--- config.mk ---
export PLATFORM = sky130hd
export DESIGN_NAME = mac_result_drain
export DESIGN_NICKNAME = d
export VERILOG_FILES = /design/src/rtl/mac_result_drain.sv
export SDC_FILE = /design/constraint.sdc
export NUM_CORES = 1
export LEC_CHECK = 0
export ABC_AREA = 1
export BUFFER_PORTS_ARGS = -buffer_cell sky130_fd_sc_hd__buf_4
export CAP_MARGIN = 20
export CORE_UTILIZATION = 50
export CTS_BUF_LIST = sky130_fd_sc_hd__clkbuf_16
export DETAILED_ROUTE_END_ITERATION = 8
export MAX_ROUTING_LAYER = met4
export PLACE_DENSITY_LB_ADDON = 0.1
export SYNTH_ARGS = -nofsm -noshare
export SYNTH_HDL_FRONTEND = slang
export SYNTH_SLANG_ARGS = --single-unit
--- constraint.sdc ---
create_clock -name clk -period 7.7 [get_ports clk]
set_input_delay 1.54 -clock clk [delete_from_list [all_inputs] [get_ports clk]]
set_output_delay 1.54 -clock clk [all_outputs]
set_load 0.1 [all_outputs]
--- src/rtl/mac_result_drain.sv ---
// Result drain for the 2x2 mac_array: per-lane capture registers, round-robin
// drain through a valid/ready port, requantization with round-half-up and saturation.
module mac_result_drain #(
   parameter int W      = 8,
   parameter int ACC_W  = 16,
   parameter int N_MACS = 4,
   parameter int SHIFT  = 4
) (
   input  logic                    clk,
   input  logic                    rst,
   input  logic signed [ACC_W-1:0] acc_in_0,
   input  logic signed [ACC_W-1:0] acc_in_1,
   input  logic signed [ACC_W-1:0] acc_in_2,
   input  logic signed [ACC_W-1:0] acc_in_3,
   input  logic [N_MACS-1:0]       valid_in,
   output logic                    out_valid,
   input  logic                    out_ready,
   output logic signed [W-1:0]     out_data,
   output logic [ACC_W-1:0]        out_raw,
   output logic [1:0]              out_idx,
   output logic                    out_sat,
   output logic                    group_done,
   output logic [N_MACS-1:0]       ovf,
   input  logic                    ovf_clr
);

   localparam logic signed [W-1:0]     Q_MAX   = {1'b0, {(W-1){1'b1}}};
   localparam logic signed [W-1:0]     Q_MIN   = {1'b1, {(W-1){1'b0}}};
   localparam logic signed [ACC_W:0]   SAT_MAX = {{(ACC_W+1-W){1'b0}}, Q_MAX};
   localparam logic signed [ACC_W:0]   SAT_MIN = {{(ACC_W+1-W){1'b1}}, Q_MIN};
   // Half an output LSB; collapses to zero when SHIFT is 0.
   localparam logic signed [ACC_W:0]   RND     = ((ACC_W+1)'(1) << SHIFT) >> 1;

   logic signed [ACC_W-1:0] w_acc [N_MACS];
   logic [ACC_W-1:0]        r_hold [N_MACS];
   logic [N_MACS-1:0]       r_full;
   logic [N_MACS-1:0]       r_ovf;
   logic [1:0]              r_rr;
   logic [1:0]              r_grp;
   logic                    r_valid;
   logic signed [W-1:0]     r_data;
   logic [ACC_W-1:0]        r_raw;
   logic [1:0]              r_idx;
   logic                    r_sat;
   logic                    r_gdone;

   logic                    w_found;
   logic [1:0]              w_grant;
   logic [1:0]              w_cand;
   logic                    w_load;
   logic                    w_xfer;
   logic [N_MACS-1:0]       w_drain;
   logic [N_MACS-1:0]       w_cap;
   logic [N_MACS-1:0]       w_ovf_set;
   logic signed [ACC_W:0]   w_t;
   logic signed [ACC_W:0]   w_r;
   logic signed [W-1:0]     w_q;
   logic                    w_qsat;

   assign w_acc[0] = acc_in_0;
   assign w_acc[1] = acc_in_1;
   assign w_acc[2] = acc_in_2;
   assign w_acc[3] = acc_in_3;

   // First full lane at or after the round-robin pointer.
   always_comb begin
      w_found = 1'b0;
      w_grant = r_rr;
      w_cand  = r_rr;
      for (int unsigned j = 0; j < N_MACS; j++) begin
         w_cand = r_rr + 2'(j);
         if (!w_found && r_full[w_cand]) begin
            w_found = 1'b1;
            w_grant = w_cand;
         end
      end
   end

   assign w_xfer = r_valid && out_ready;
   assign w_load = (!r_valid || out_ready) && w_found;

   // A lane being drained this cycle may accept a new strobe without overflow.
   always_comb begin
      w_drain   = '0;
      w_cap     = '0;
      w_ovf_set = '0;
      for (int unsigned i = 0; i < N_MACS; i++) begin
         w_drain[i]   = w_load && (w_grant == 2'(i));
         w_cap[i]     = valid_in[i] && (!r_full[i] || w_drain[i]);
         w_ovf_set[i] = valid_in[i] && r_full[i] && !w_drain[i];
      end
   end

   always_comb begin
      w_t    = $signed({r_hold[w_grant][ACC_W-1], r_hold[w_grant]}) + RND;
      w_r    = w_t >>> SHIFT;
      w_q    = w_r[W-1:0];
      w_qsat = 1'b0;
      if (w_r > SAT_MAX) begin
         w_q    = Q_MAX;
         w_qsat = 1'b1;
      end else if (w_r < SAT_MIN) begin
         w_q    = Q_MIN;
         w_qsat = 1'b1;
      end
   end

   always_ff @(posedge clk) begin
      if (rst) begin
         for (int unsigned i = 0; i < N_MACS; i++) begin
            r_hold[i] <= '0;
         end
         r_full  <= '0;
         r_ovf   <= '0;
         r_rr    <= '0;
         r_grp   <= '0;
         r_valid <= 1'b0;
         r_data  <= '0;
         r_raw   <= '0;
         r_idx   <= '0;
         r_sat   <= 1'b0;
         r_gdone <= 1'b0;
      end else begin
         for (int unsigned i = 0; i < N_MACS; i++) begin
            if (w_cap[i]) begin
               r_hold[i] <= w_acc[i];
            end
         end
         r_full <= (r_full & ~w_drain) | w_cap;
         r_ovf  <= w_ovf_set | (ovf_clr ? '0 : r_ovf);
         if (w_load) begin
            r_valid <= 1'b1;
            r_data  <= w_q;
            r_raw   <= r_hold[w_grant];
            r_idx   <= w_grant;
            r_sat   <= w_qsat;
            r_rr    <= w_grant + 2'd1;
         end else if (out_ready) begin
            r_valid <= 1'b0;
         end
         r_grp   <= r_grp + {1'b0, w_xfer};
         r_gdone <= w_xfer && (r_grp == 2'd3);
      end
   end

   assign out_valid  = r_valid;
   assign out_data   = r_data;
   assign out_raw    = r_raw;
   assign out_idx    = r_idx;
   assign out_sat    = r_sat;
   assign group_done = r_gdone;
   assign ovf        = r_ovf;

endmodule

## After elaboration in Yosys (flattened, before gate mapping)

Memories as Yosys holds them, arrays and structs flattened.
Index checks and enable logic that the tools add are counted.

| operators by class | value |
|---|---|
| add/sub/neg operators | 6 |
| $lt $le $gt $ge | 6 |
| equal/unequal tests | 4 |
| mux-type cells | 40 |
| bitwise operators | 8 |
| reductions and logical operators | 41 |

Operators by type and width:

| cell | number |
|---|---|
| $mux W16 | 4 |
| $mux W1 | 26 |
| $logic_and A1 B1 Y1 | 22 |
| $add A16 B5 Y17 const B | 1 |
| $mux W8 | 2 |
| $gt A13 B8 Y1 const B | 1 |
| $lt A13 B8 Y1 const B | 1 |
| $logic_not A1 Y1 | 12 |
| $lt A2 B3 Y1 const B | 4 |
| $bmux W1 S2 | 4 |
| $or A4 B4 Y4 | 2 |
| $eq A2 B2 Y1 const B | 3 |
| $mux W2 | 3 |
| $logic_or A1 B1 Y1 | 5 |
| $add A2 B1 Y2 const B | 2 |
| $add A2 B2 Y2 const B | 2 |
| $and A4 B4 Y4 | 1 |
| $mux W4 | 1 |
| $not A4 Y4 | 1 |
| $or A1 B1 Y1 | 4 |
| $add A2 B1 Y2 | 1 |
| $eq A2 B1 Y1 const B | 1 |
| $logic_not A2 Y1 | 1 |
| $reduce_bool A2 Y1 | 1 |

| word-level totals | value |
|---|---|
| register bits | 41 |
| memory bits (writable) | 64 |
| bits of input ports | 72 |
| output and inout port bits | 33 |
| word-level logic and storage cells | 116 |
| memories | 1 |

Memory list:

| name | words | width | read ports | clocked after Yosys merged registers in | wr ports | line | source |
|---|---|---|---|---|---|---|---|
| r_hold | 4 | 16 | 1 | 0 | 4 | 35 | `logic [ACC_W-1:0] r_hold [N_MACS];` |

## Longest topological paths before layout

| depth | value |
|---|---|
| word-level depth | 20 |
| gate-level depth with buffers | 30 |
| mapped depth without buffers | 29 |

## Worst setup path before layout

Ideal clock, no wire load.

| timing path | value |
|---|---|
| path type | input -> register |
| start | in out_ready |
| end | mem r_hold[0][0] (enable) |
| library setup time | 411 ps |
| arrival time | 3323 ps |
| data required time | 7289 ps |
| setup slack | 3966 ps |
| stages on the path | 5 |
| path buffers | 1 |
| cells stage by stage | o21ai_0 clkbuf_1 o21ai_0 inv_1 o21ai_0 |

RTL lines:

| item | line | source |
|---|---|---|
| start, declared | 17 | `input logic out_ready,` |
| end, declared | 35 |  |

## Final worst setup path

| timing path | value |
|---|---|
| start | reg r_rr[0] |
| end | reg r_data[3] (netlist: out_data[3]) |

| between the ends | value |
|---|---|
| longest elaborated chain between the ends | 17 |
| elaborated cells on any way between the ends | 31 |
| those cells by class | add/sub: 4; order compare: 2; mux: 17; reduce/logical: 7; memory: 1 |

Ends and longest elaborated chain:

| item | line | source |
|---|---|---|
| start, declared | 38 | `logic [1:0] r_rr;` |
| start signal, assigned | 137 | `r_rr <= w_grant + 2'd1;` |
| parallel branches: the longest is 17 deep, another holds $mem_v2 Z4 W16 | - |  |
| end signal, assigned | 133 | `r_data <= w_q;` |
| end, declared | 41 | `logic signed [W-1:0] r_data;` |

Several ways; the timed one is not identified. The select of a mux whose other input is x is not followed.
A chain may end at the register's enable or synchronous reset.

==> impl_metrics.env <==
export IMPL_hpwl_um=9190
export IMPL_grt_pass1_vias=4455
export IMPL_grt_max_degree=40
export IMPL_cap_viol_max_count=0
export IMPL_whs_path_depth=2
export IMPL_clk_pin_slew_worst_paths_ns=0.07
export IMPL_rsz0062_at_grt="false"
export IMPL_cp_max_fo=31
export IMPL_path_class="reg -> reg"
export IMPL_min_path_type="reg -> reg"
export IMPL_areaGrowthSynthToFinish_pct=20.5
export IMPL_cts_made_buffers=9
export IMPL_worstRegToRegCells=28
export IMPL_peakVddDrop_uv=286
export IMPL_synth_warnings=0
export IMPL_io_buffers=104
export IMPL_finalCriticalPeriod_ns=4.01
export IMPL_hold_end="ovf[0]$_SDFF_PP0_"
export IMPL_seq_area_frac_synth_pct=50.0
export IMPL_cts_htree_levels=3
export IMPL_cts_resized=0
export IMPL_cts_tree="done"
export IMPL_fp_dieArea_sq_um=11400
export IMPL_setup_tns_ns=0
export IMPL_cts_root_buf="clkbuf_16"
export IMPL_arrival_ns=4.24
export IMPL_netlist_area_sq_um=5480
export IMPL_vias_per_cell=4.97
export IMPL_nets=855
export IMPL_tightest_slew_ns=0.966
export IMPL_initial_core_util_pct=52.4
export IMPL_io_pin_count=105
export IMPL_yosys_area_top_type="edfxtp_1"
export IMPL_synth_cells=682
export IMPL_max_freq_mhz=249
export IMPL_vias=4564
export IMPL_r2r_end="out_data[3]$_SDFFE_PP0P_"
export IMPL_die_w_um=107
export IMPL_crit_path_max_incr_delay_ns=0.62
export IMPL_slew_limit_headroom_pct=35.6
export IMPL_synthFlopType="edfxtp_1"
export IMPL_skew_ns=0.00991
export IMPL_post_route_util_pct=63.1
export IMPL_slew_violations=0
export IMPL_fill_cells=952
export IMPL_syn_area_per_cell_sq_um=8.04
export IMPL_n_antenna_cell=0
export IMPL_drt_total_wl_um=13200
export IMPL_row_count=37
export IMPL_ant_nets=0
export IMPL_cp_top_family="simple AND/OR/NAND/NOR gates"
export IMPL_grt_antenna_before_repair=0
export IMPL_fin_area_sq_um=6610
export IMPL_worstPathRequired_ns=7.92
export IMPL_end_kind="flop"
export IMPL_status="finished, final reports clean"
export IMPL_synth_top_area_share_pct=35.1
export IMPL_overflow=0
export IMPL_timing_rr_start="r_rr[0]$_SDFFE_PP0P_"
export IMPL_gp_congestion=0.780
export IMPL_hold_path_startpoint="ovf[0]$_SDFF_PP0_"
export IMPL_worst_r2r_setup_slack_ns=3.69
export IMPL_grt_use_total_pct=25.4
export IMPL_drtPass1Iterations=4
export IMPL_cts_hold_buf=0
export IMPL_dp_cells=901
export IMPL_yosys_register_bits=105
export IMPL_synth_cell_type_count=41
export IMPL_drc=0
export IMPL_place_area_sq_um=6300
export IMPL_syn_nets=760
export IMPL_drt_iter0_markers=205
export IMPL_critPathLaunchType="flop"
export IMPL_wl_per_cell_um=14.3
export IMPL_hold_violations=0
export IMPL_core_area_sq_um=10500
export IMPL_p_per_area_nw_per_um2=490
export IMPL_die_h_um=107
export IMPL_slowest_stage="dfxtp_1"
export IMPL_post_cts_buffers=0
export IMPL_stdcell_count=918
export IMPL_worst_path_most_repeated_cell="nand2_1"
export IMPL_post_route_period_util_pct=52.1
export IMPL_ys_top_cells_by_area="edfxtp_1 (35%), dfxtp_1 (15%), nand2_1 (12%)"
export IMPL_synthArstFlopShare_pct=0
export IMPL_insertion_delay_ns=0.34
export IMPL_drive_above_1_share_pct=22.4
export IMPL_power_leakage_nw=3.36
export IMPL_clock_sinks=105
export IMPL_clockBufferDepth=2
export IMPL_synth_edf_count=64
export IMPL_grt_pass1_wl_um=21900
export IMPL_cp_num_buf_inv=2
export IMPL_setup_viol=0
-- layout make-up --
type | count | area, sq um | share of cell area [%]
tap | 136 | 170 | 2.58
timing repair buffer | 110 | 838 | 12.7
clock inverter | 7 | 61.3 | 0.928
clock buffer | 9 | 225 | 3.41
sequential | 105 | 2740 | 41.5
multi-input combinational | 431 | 2110 | 32.0
inverter | 120 | 454 | 6.88
-- report_power, final --
group	internal, mW	switching [mW]
combinational	0.526	1.45
sequential	0.739	0.0664
clock	0.227	0.222
-- per-stage QoR --
| stage | worst slack (ns) | total power, mW | hold slack [ns] |
|---|---|---|---|
| floorplan | 3.97 | 2.41 | 0.443 |
| global placement | 3.74 | 2.74 | 0.454 |
| detailed placement | 3.71 | 2.77 | 0.455 |
| CTS | 3.67 | 3.22 | 0.466 |
| global route | 3.27 | 3.48 | 0.491 |
| finish | 3.69 | 3.23 | 0.465 |
-- metal layers --
metal,global-route usage (%),up-vias,wire [um]
met5,-,-,0
met4,5.97,0,139
met3,3.71,15,844
met2,40.3,177,6210
met1,34.4,2058,5970
li1,-,2314,-
-- worst max path at each step --
stage                                             to  cells after the start                  from
after floorplan           r_hold[0][0]$_SDFFCE_PN0P_                      5             out_ready
after global placement          out_sat$_SDFFE_PP0P_                     26  r_rr[0]$_SDFFE_PP0P_
after detailed placement        out_sat$_SDFFE_PP0P_                     26  r_rr[0]$_SDFFE_PP0P_
after CTS                       out_sat$_SDFFE_PP0P_                     26  r_rr[0]$_SDFFE_PP0P_
after global routing        out_data[0]$_SDFFE_PP0P_                     28  r_rr[0]$_SDFFE_PP0P_
final                       out_data[3]$_SDFFE_PP0P_                     28  r_rr[0]$_SDFFE_PP0P_
-- cells in the final DEF, fill, tap and decap left out, types with 2 or more instances in the layout --
master and n:
nor2_2 4, clkinv_4 2, a21oi_1 15, nand3b_1 2
nand3_1 34, xnor2_1 3, o211ai_1 9, o21ai_2 2
nand4_1 6, a21oi_2 4, nor2_4 3, nor2_1 92
ha_1 6, o21ai_1 6, nand2_4 6, xor2_1 4
dfxtp_1 41, inv_6 2, o21ai_0 22, a311oi_1 3
a31oi_1 5, clkbuf_16 9, inv_1 113, inv_8 2
edfxtp_1 64, buf_4 109, or2_2 2, nand2_1 179
clkinv_1 2, inv_2 4, nand2_2 17
-- kinds of logic (layout without fill, tap and decap cells) --
| kind of cell | count (synthesis) | after routing | synth area share (%) |
|---|---|---|---|
| compound gates | 67 | 67 | 7.46 |
| fa+ha+maj | 6 | 6 | 1.37 |
| flops | 105 | 105 | 50.0 |
| simple gates | 351 | 351 | 28.6 |
| buf+inv | 146 | 246 | 11.4 |
| xor+xnor | 7 | 7 | 1.12 |
-- synthesized netlist by cell type, drive strengths merged (3+ instances only) --
cell type / number
xor2: 4
nor2: 100
nand2: 202
ha: 6
nand4: 7
clkbuf: 13
o21ai: 31
a21oi: 19
a31oi: 5
nand3: 36
inv: 118
a311oi: 3
xnor2: 3
buf: 13
o211ai: 9
dfxtp: 41
edfxtp: 64
-- sequential cells by signal, indices dropped and copies added (netlist names) --
name	cells
out_idx	2
r_rr	2
r_grp	2
ovf	4
r_full	4
out_valid	1
out_sat	1
group_done	1
out_raw	16
out_data	8
r_hold	64
-- worst register-to-register path: cells and delay by family (launching register included) --
family / cells / cell delay, ns
AO/OA/AOI/OAI: 1 / 0.05
buffers and inverters: 2 / 0.38
adder cells (fa/ha/maj): 1 / 0.21
AND/OR/NAND/NOR: 24 / 2.61
flip-flops: 1 / 0.62
Note: power is estimated with default switching activity, not from simulation.
